===== config.mk =====
export PLATFORM = sky130hd
export DESIGN_NAME = fighter_anim_sprite
export DESIGN_NICKNAME = d
export VERILOG_FILES = /design/src/rtl/fighter_anim_sprite.sv
export SDC_FILE = /design/constraint.sdc
export NUM_CORES = 1
export LEC_CHECK = 0
export ABC_AREA = 1
export BUFFER_PORTS_ARGS = -buffer_cell sky130_fd_sc_hd__buf_2
export CORE_ASPECT_RATIO = 1.5
export CORE_MARGIN = 3
export CORE_UTILIZATION = 60
export CTS_CLUSTER_DIAMETER = 40
export DETAILED_ROUTE_END_ITERATION = 7
export GPL_TIMING_DRIVEN = 0
export PLACE_DENSITY = 0.92
export SLEW_MARGIN = 20
export SYNTH_ARGS = -nofsm -noshare
export SYNTH_HDL_FRONTEND = slang
export SYNTH_SLANG_ARGS = --single-unit
export TNS_END_PERCENT = 5

===== constraint.sdc =====
create_clock -name vga_clk -period 9 [get_ports vga_clk]
set_input_delay 0.45 -clock vga_clk [delete_from_list [all_inputs] [get_ports vga_clk]]
set_output_delay 0.45 -clock vga_clk [all_outputs]
set_load 0.01 [all_outputs]

===== src/rtl/fighter_anim_sprite.sv =====
// Animated, scaled, mirrorable fighter sprite: walks a multi-frame ROM strip and
// drives a 3-cycle pixel pipeline (DrawX/DrawY -> rom_address -> rom_q -> rgb).
module fighter_anim_sprite #(
  parameter int unsigned SPR_W      = 71,
  parameter int unsigned SPR_H      = 120,
  parameter int unsigned SCALE_SH   = 1,
  parameter int unsigned NUM_FRAMES = 4,
  parameter int unsigned FRAME_HOLD = 6,
  parameter logic [3:0]  TRANS_IDX  = 4'hF,
  parameter int unsigned ADDR_W     = 16,
  localparam int unsigned FRAME_W   = (NUM_FRAMES > 1) ? $clog2(NUM_FRAMES) : 1
) (
  input  logic               vga_clk,
  input  logic               reset,
  input  logic [9:0]         DrawX,
  input  logic [9:0]         DrawY,
  input  logic [9:0]         PosX,
  input  logic [9:0]         PosY,
  input  logic               facing_left,
  input  logic               blank,
  input  logic               frame_tick,
  input  logic               anim_start,
  input  logic               anim_loop,
  output logic [ADDR_W-1:0]  rom_address,
  input  logic [3:0]         rom_q,
  input  logic [3:0]         pal_red,
  input  logic [3:0]         pal_green,
  input  logic [3:0]         pal_blue,
  output logic [3:0]         red,
  output logic [3:0]         green,
  output logic [3:0]         blue,
  output logic               sprite_on,
  output logic               anim_done,
  output logic [FRAME_W-1:0] frame_idx
);

  localparam int unsigned HOLD_W     = (FRAME_HOLD > 1) ? $clog2(FRAME_HOLD) : 1;
  localparam int unsigned G_W        = 11;
  localparam int unsigned BOX_W      = SPR_W << SCALE_SH;
  localparam int unsigned BOX_H      = SPR_H << SCALE_SH;
  localparam int unsigned FRAME_SIZE = SPR_W * SPR_H;

  typedef enum logic [1:0] {ST_IDLE, ST_PLAY, ST_DONE} state_t;

  state_t              state, state_n;
  logic [HOLD_W-1:0]   hold, hold_n;
  logic [FRAME_W-1:0]  frame_n;
  logic                done_n;

  logic [9:0]          pos_x_q, pos_y_q;
  logic                facing_q;

  logic [G_W-1:0]      draw_x, draw_y, left, top, dx, dy, lx, ly, sx;
  logic                hit_c;
  logic [ADDR_W-1:0]   addr_c;
  logic                hit_d1, hit_d2;

  // Geometry is latched once per video frame so a mid-frame move cannot tear.
  always_ff @(posedge vga_clk or posedge reset) begin
    if (reset) begin
      pos_x_q  <= '0;
      pos_y_q  <= '0;
      facing_q <= 1'b0;
    end else if (frame_tick) begin
      pos_x_q  <= PosX;
      pos_y_q  <= PosY;
      facing_q <= facing_left;
    end
  end

  // S0: box test in 11 bits so a sprite near the right edge cannot wrap.
  always_comb begin
    draw_x = G_W'(DrawX);
    draw_y = G_W'(DrawY);
    left   = G_W'(pos_x_q);
    top    = G_W'(pos_y_q);
    dx     = draw_x - left;
    dy     = draw_y - top;
    lx     = dx >> SCALE_SH;
    ly     = dy >> SCALE_SH;
    sx     = facing_q ? (G_W'(SPR_W - 1) - lx) : lx;
    hit_c  = blank
          && (draw_x >= left) && (draw_x < left + G_W'(BOX_W))
          && (draw_y >= top)  && (draw_y < top  + G_W'(BOX_H));
    addr_c = ADDR_W'(frame_idx) * ADDR_W'(FRAME_SIZE)
           + ADDR_W'(ly) * ADDR_W'(SPR_W)
           + ADDR_W'(sx);
  end

  // S0..S2 pipeline registers: address, hit alignment and final colour key.
  always_ff @(posedge vga_clk or posedge reset) begin
    if (reset) begin
      rom_address <= '0;
      hit_d1      <= 1'b0;
      hit_d2      <= 1'b0;
      red         <= '0;
      green       <= '0;
      blue        <= '0;
      sprite_on   <= 1'b0;
    end else begin
      rom_address <= hit_c ? addr_c : '0;
      hit_d1      <= hit_c;
      hit_d2      <= hit_d1;
      if (hit_d2 && (rom_q != TRANS_IDX)) begin
        red       <= pal_red;
        green     <= pal_green;
        blue      <= pal_blue;
        sprite_on <= 1'b1;
      end else begin
        red       <= '0;
        green     <= '0;
        blue      <= '0;
        sprite_on <= 1'b0;
      end
    end
  end

  always_ff @(posedge vga_clk or posedge reset) begin
    if (reset) begin
      state     <= ST_IDLE;
      hold      <= '0;
      frame_idx <= '0;
      anim_done <= 1'b0;
    end else begin
      state     <= state_n;
      hold      <= hold_n;
      frame_idx <= frame_n;
      anim_done <= done_n;
    end
  end

  // Animation sequencer; anim_start overrides a coincident frame_tick.
  always_comb begin
    state_n = state;
    hold_n  = hold;
    frame_n = frame_idx;
    done_n  = 1'b0;
    if (anim_start) begin
      state_n = ST_PLAY;
      hold_n  = '0;
      frame_n = '0;
    end else begin
      case (state)
        ST_IDLE: frame_n = '0;
        ST_PLAY: begin
          if (frame_tick) begin
            if (hold == HOLD_W'(FRAME_HOLD - 1)) begin
              hold_n = '0;
              if (frame_idx < FRAME_W'(NUM_FRAMES - 1)) begin
                frame_n = frame_idx + FRAME_W'(1);
              end else if (anim_loop) begin
                frame_n = '0;
              end else begin
                state_n = ST_DONE;
                done_n  = 1'b1;
              end
            end else begin
              hold_n = hold + HOLD_W'(1);
            end
          end
        end
        ST_DONE: state_n = ST_DONE;
        default: state_n = ST_IDLE;
      endcase
    end
  end

endmodule


Yosys cells after proc, flatten, opt, wreduce, memory -nomap -nowiden
Index checks and enable logic that the tools add are counted.
- flip-flop bits (word level): 60
- bits in latches: 0
- bits in writable memories: 0
- bits in read-only memories: 0
- input bits: 63
- output and inout bits: 32
- word-level logic and storage cells: 80
- memories kept: 0
- add/sub/neg operators: 9
- multipliers: 2
- div/mod/pow operators: 0
- $lt $le $gt $ge: 5
- equal/unequal tests: 10
- shift-type cells: 0
- multiplexer cells: 28
- bitwise logic cells: 0
- reductions and logical operators: 12
- operator list (cell ; count):
    10-bit by 8-bit adder with 11-bit output, second input constant ; 2
    10-bit by 11-bit < comparator with 1-bit output ; 2
    10-bit by 10-bit subtractor with 11-bit output ; 2
    10-bit greater-or-equal comparator ; 2
    2-bit 2-to-1 mux ; 10
    16-bit by 11-bit adder with 16-bit output ; 1
    16-bit adder ; 1
    10-bit by 7-bit multiplier with 16-bit output, second input constant ; 1
    16-bit 2-to-1 mux ; 1
    2-bit by 11-bit multiplier with 13-bit output, second input constant ; 1
    3-bit 2-to-1 mux ; 4
    4-bit 2-to-1 mux ; 3
    3-bit != test, second input constant ; 4
    11-bit 2-to-1 mux ; 1
    7-bit by 10-bit subtractor with 11-bit output, first input constant ; 1
    4-bit != test, second input constant ; 2
    1-bit 2-to-1 mux ; 7
    2-bit case mux with 3 select lines ; 1
    1-bit logical AND ; 5
    5-bit AND reduction ; 1
    2-bit case mux with 2 select lines ; 1
    4-bit AND reduction ; 1
    2-bit nonzero test ; 2
    3-bit by 1-bit adder with 3-bit output, second input constant ; 1
    other kinds (9) ; 9

Logic depth before layout (Yosys ltp)
- word-level depth: 6
- depth in mapped cells: 32
- depth with buffers taken out: 32

Worst setup path before layout
Ideal clock, no wire load.
- path type: input to register
- start point: in DrawX[0]
- end point: reg rom_address[12]
- library setup time: 0.120 ns
- arrival time: 5.074 ns
- data required time: 8.880 ns
- slack: 3.806 ns
- stages: 28
- buffers on the path: 0
- cell sequence: inv_1 > ha_1 > inv_1 > fa_1 > nand3_1 > nand2_1 > nand2_1 > nand2_1 > nand2_1 > nand2_1 > nand3_1 > nand2_1 > nor2_1 > xor2_1 > fa_1 > fa_1 > inv_1 > fa_1 > fa_1 > inv_1 > ha_1 > inv_1 > o21ai_0 > nand3_1 > nand3_1 > a31oi_1 > xor2_1 > nor2_2
- longest elaborated chain between the ends: 6
- elaborated cells between the ends (all ways): 11
- classes of those cells: add/sub (3); order compare (2); mux (2); reduce/logical (4)
- RTL lines (what ; RTL line ; text):
    from (decl) ; 15 ; input logic [9:0] DrawX,
    branches (longest 5 deep; another with 16-bit by 11-bit adder with 16-bit output) ; n/a ;
    16-bit 2-to-1 mux (*) ; 101 ; rom_address <= hit_c ? addr_c : '0;
    to (signal assigned) ; 101 ;
    to (decl) ; 24 ; output logic [ADDR_W-1:0] rom_address,
Mark *: on every way between the ends.
A chain may end at the register's enable or synchronous reset.

Worst setup path in the final report
- start point: reg pos_x_q[3]
- end point: reg rom_address[12]
- longest elaborated chain between the ends: 6
- elaborated cells between the ends (all ways): 12
- classes of those cells: add/sub (4); order compare (2); mux (2); reduce/logical (4)
- RTL lines (what ; RTL line ; text):
    from (decl) ; 50 ; logic [9:0] pos_x_q, pos_y_q;
    from (signal assigned) ; 65 ; pos_x_q <= PosX;
    branches (longest 5 deep; another with 16-bit by 11-bit adder with 16-bit output) ; n/a ;
    16-bit 2-to-1 mux (*) ; 101 ;
Marked as above.

==> reports/qor.txt <==
Critical Path End Type: flip-flop
Min-Delay Path Class: in -> async
Setup crit start kind: flip-flop
Vias in the first global route: 5292
Sequential share of the synthesized area: 25.7%
Worst setup endpoint: rom_address[12]
N_diodes: 0
Setup Skew: 8.89 ps
Reg2Reg Setup Slack: 3230 ps
Top cells by area, synth: dfrtp_1, ha_1, fa_1
Req. time, crit path: 9220 ps
Storage element area: 0.00150 mm^2
Share of layout cells above drive strength 1: 16.3%
Detailed-route via count: 5111
Clk root buf: clkbuf_16
DP HPWL: 10.4 mm
Largest net degree at the start of global routing: 33
Setup_tns: 0 ps
Area occupied by multi-input gates: 0.00366 mm^2
Worst R2R Start: pos_x_q[3]
CP arrival: 6000 ps
TritonCTS clock tree: done
Status: finished clean
Final Cycle Share: 64.1%
Area delta synth->final: 15.4%
Post-Synth Simple-Gate Area: 18.5%
Synth cell count leaders: inv_1, nand2_1, ha_1
Maximum clock rate: 173 MHz
Worst reg2reg endpoint: rom_address[12]
DRT iter0 DRCs: 297
Gate Count Post-Synth: 732
Post-synthesis adder-cell area fraction: 29.4%
Compound-Gate Fraction of Synth Area: 8.77%
Mux contribution to synthesized area: 0.386%
Worst slew margin: 59.3%
Clk sinks: 60
Top-count cell post-synth: inv_1
Antenna viol nets, final: 0
Synth Cell Area: 0.00584 mm^2
Initial DRT Pass Iterations: 7
Routed WL: 13.1 mm
CP Class: reg -> reg
Minimum clock period: 5770 ps
Drt wl/cell: 13.8 um
First-pass GRT wire length: 22.3 mm
CTS buffer count: 9
CTS resizes: 0
All-Layer GR Usage: 25.5%
Clock Pin Slew Worst Setup and Hold Paths: 60 ps
Crit-path max FO: 6
# H-tree levels: 3
Hold Buf Count CTS: 0
FILL cells: 699
Die Wd: 86.5 um
Later-pin clock latency in the skew report: 340 ps
Mean Syn Cell Area: 7.97 um^2
Post-CTS setup buffer count: 0
Syn_nets: 913
Num rows: 43
Slowest cell on crit path: fa_1
Core area: 0.00936 mm^2
Initial antenna violation count: 0
EDFF count, synth: 0
XOR/XNOR Fraction of Synth Area: 5.55%
Maxcap violations: 0
Top Ports: 95
RD Place Congestion: 0.895
Final #Nets: 1018
Area share of the largest cell type after synthesis: 25.7%
Unique masters post-synth: 37
Die ar.: 0.0110 mm^2
Port buffer count: 93
Residual DRC: 0
Hold Fails Final Rpt: 0
Largest area contributor in the synthesized netlist: dfrtp_1
Most used cell, CP: nand2_1
RSZ-0062 raised after global routing: no
Synth warn: 0
Slew @ Worst Pin: 606 ps
Aggregate global routing overflow: 0
Clk buf depth: 2
Seq cells post-synth: 60
Main synth FF type: dfrtp_1
Largest family of logic cells by synthesized area: adder cells
Path depth of the worst reg2reg path: 29
Slowest stage delay, CP: 530 ps
FFs w/ async S/R, synth: 100%
Final Setup Violations: 0
Final slew viol count: 0
Vias per cell: 5.36
Die Ht: 127 um
Critical Path Source: pos_x_q[3]
Initial Util: 62.3%
-- sequential cells by signal, summed over array words and instances, names as in the netlist --
name	flops
hit_d2	1
state	2
frame_idx	2
pos_y_q	10
facing_q	1
hit_d1	1
sprite_on	1
hold	3
rom_address	16
anim_done	1
pos_x_q	10
red	4
green	4
blue	4
-- metal layers --
| metal | share of wire [%] | global-route usage (%) |
|---|---|---|
| met3 | 5.3 | 4.42 |
| met4 | 4.5 | 13.9 |
| met2 | 55 | 48.2 |
| met1 | 36 | 25.6 |
| met5 | 0 | 0 |
-- worst min-delay path by stage --
stage / startpoint / to / slack, ps
2_1_floorplan: hit_d1 / hit_d2 / 330
3_3_place_gp: hit_d1 / hit_d2 / 330
3_5_place_dp: hit_d1 / hit_d2 / 340
4_1_cts: reset / green[1] / 100
5_1_grt: reset / rom_address[6] / 130
6_report: reset / green[1] / 90
-- placed cells by master, fill, tap and decap left out, types with 8 or more instances in the layout --
master	synthesis	layout
nand2_1	126	126
buf_2	0	93
dfrtp_1	60	60
ha_1	86	86
nor2_2	11	11
inv_1	167	166
nor2_1	49	49
xor2_1	28	28
o21ai_0	37	37
nand3_1	32	32
a21oi_1	29	29
fa_1	32	32
clkbuf_16	0	9
nor3_1	8	8
clkbuf_1	7	9
xnor2_1	9	9
-- worst max-delay path, delay by kind of cell, from the launching register on --
family / cells / cell delay [ps]
AOI/OAI and AO/OA: 2 / 410
DFF: 1 / 370
adders and majority gates: 6 / 2800
xor gates and xnor gates: 1 / 190
and+or+nand+nor: 15 / 1510
buffers and inverters: 5 / 370
-- logic make-up after synthesis --
kind of cell / count (synthesis)
flip-flops: 60
adder cells (fa/ha/maj): 118
multiplexers: 2
AND/OR/NAND/NOR: 246
XOR/XNOR: 37
AO/OA/AOI/OAI: 91
buffers and inverters: 178
-- final cells by class --
cell class / count / share of cell area, %
inverters: 169 / 9.45
plain buffers: 9 / 0.669
clock buffers: 12 / 3.66
well taps: 112 / 2.08
multi-input cells: 494 / 54.3
flip-flops and latches: 60 / 22.3
clock inverters: 4 / 0.371
repair buffers: 94 / 7.21
-- per-stage QoR --
stage | cells | hold WS, ps | utilization [%] | setup WS, ps | cell area, um^2
floorplan | 732 | 331 | - | 3810 | 5840
global placement | 937 | 332 | 68.8 | 3350 | 6440
detailed placement | 938 | 339 | 69.1 | 3180 | 6460
CTS | 954 | 102 | 72.0 | 3320 | 6740
global route | 954 | 130 | 72.0 | 2830 | 6740
finish | 954 | 92.0 | 72.0 | 3230 | 6740
Power is not shown: default switching activity piles up to over one toggle a cycle in this logic, so the estimate is an artifact.
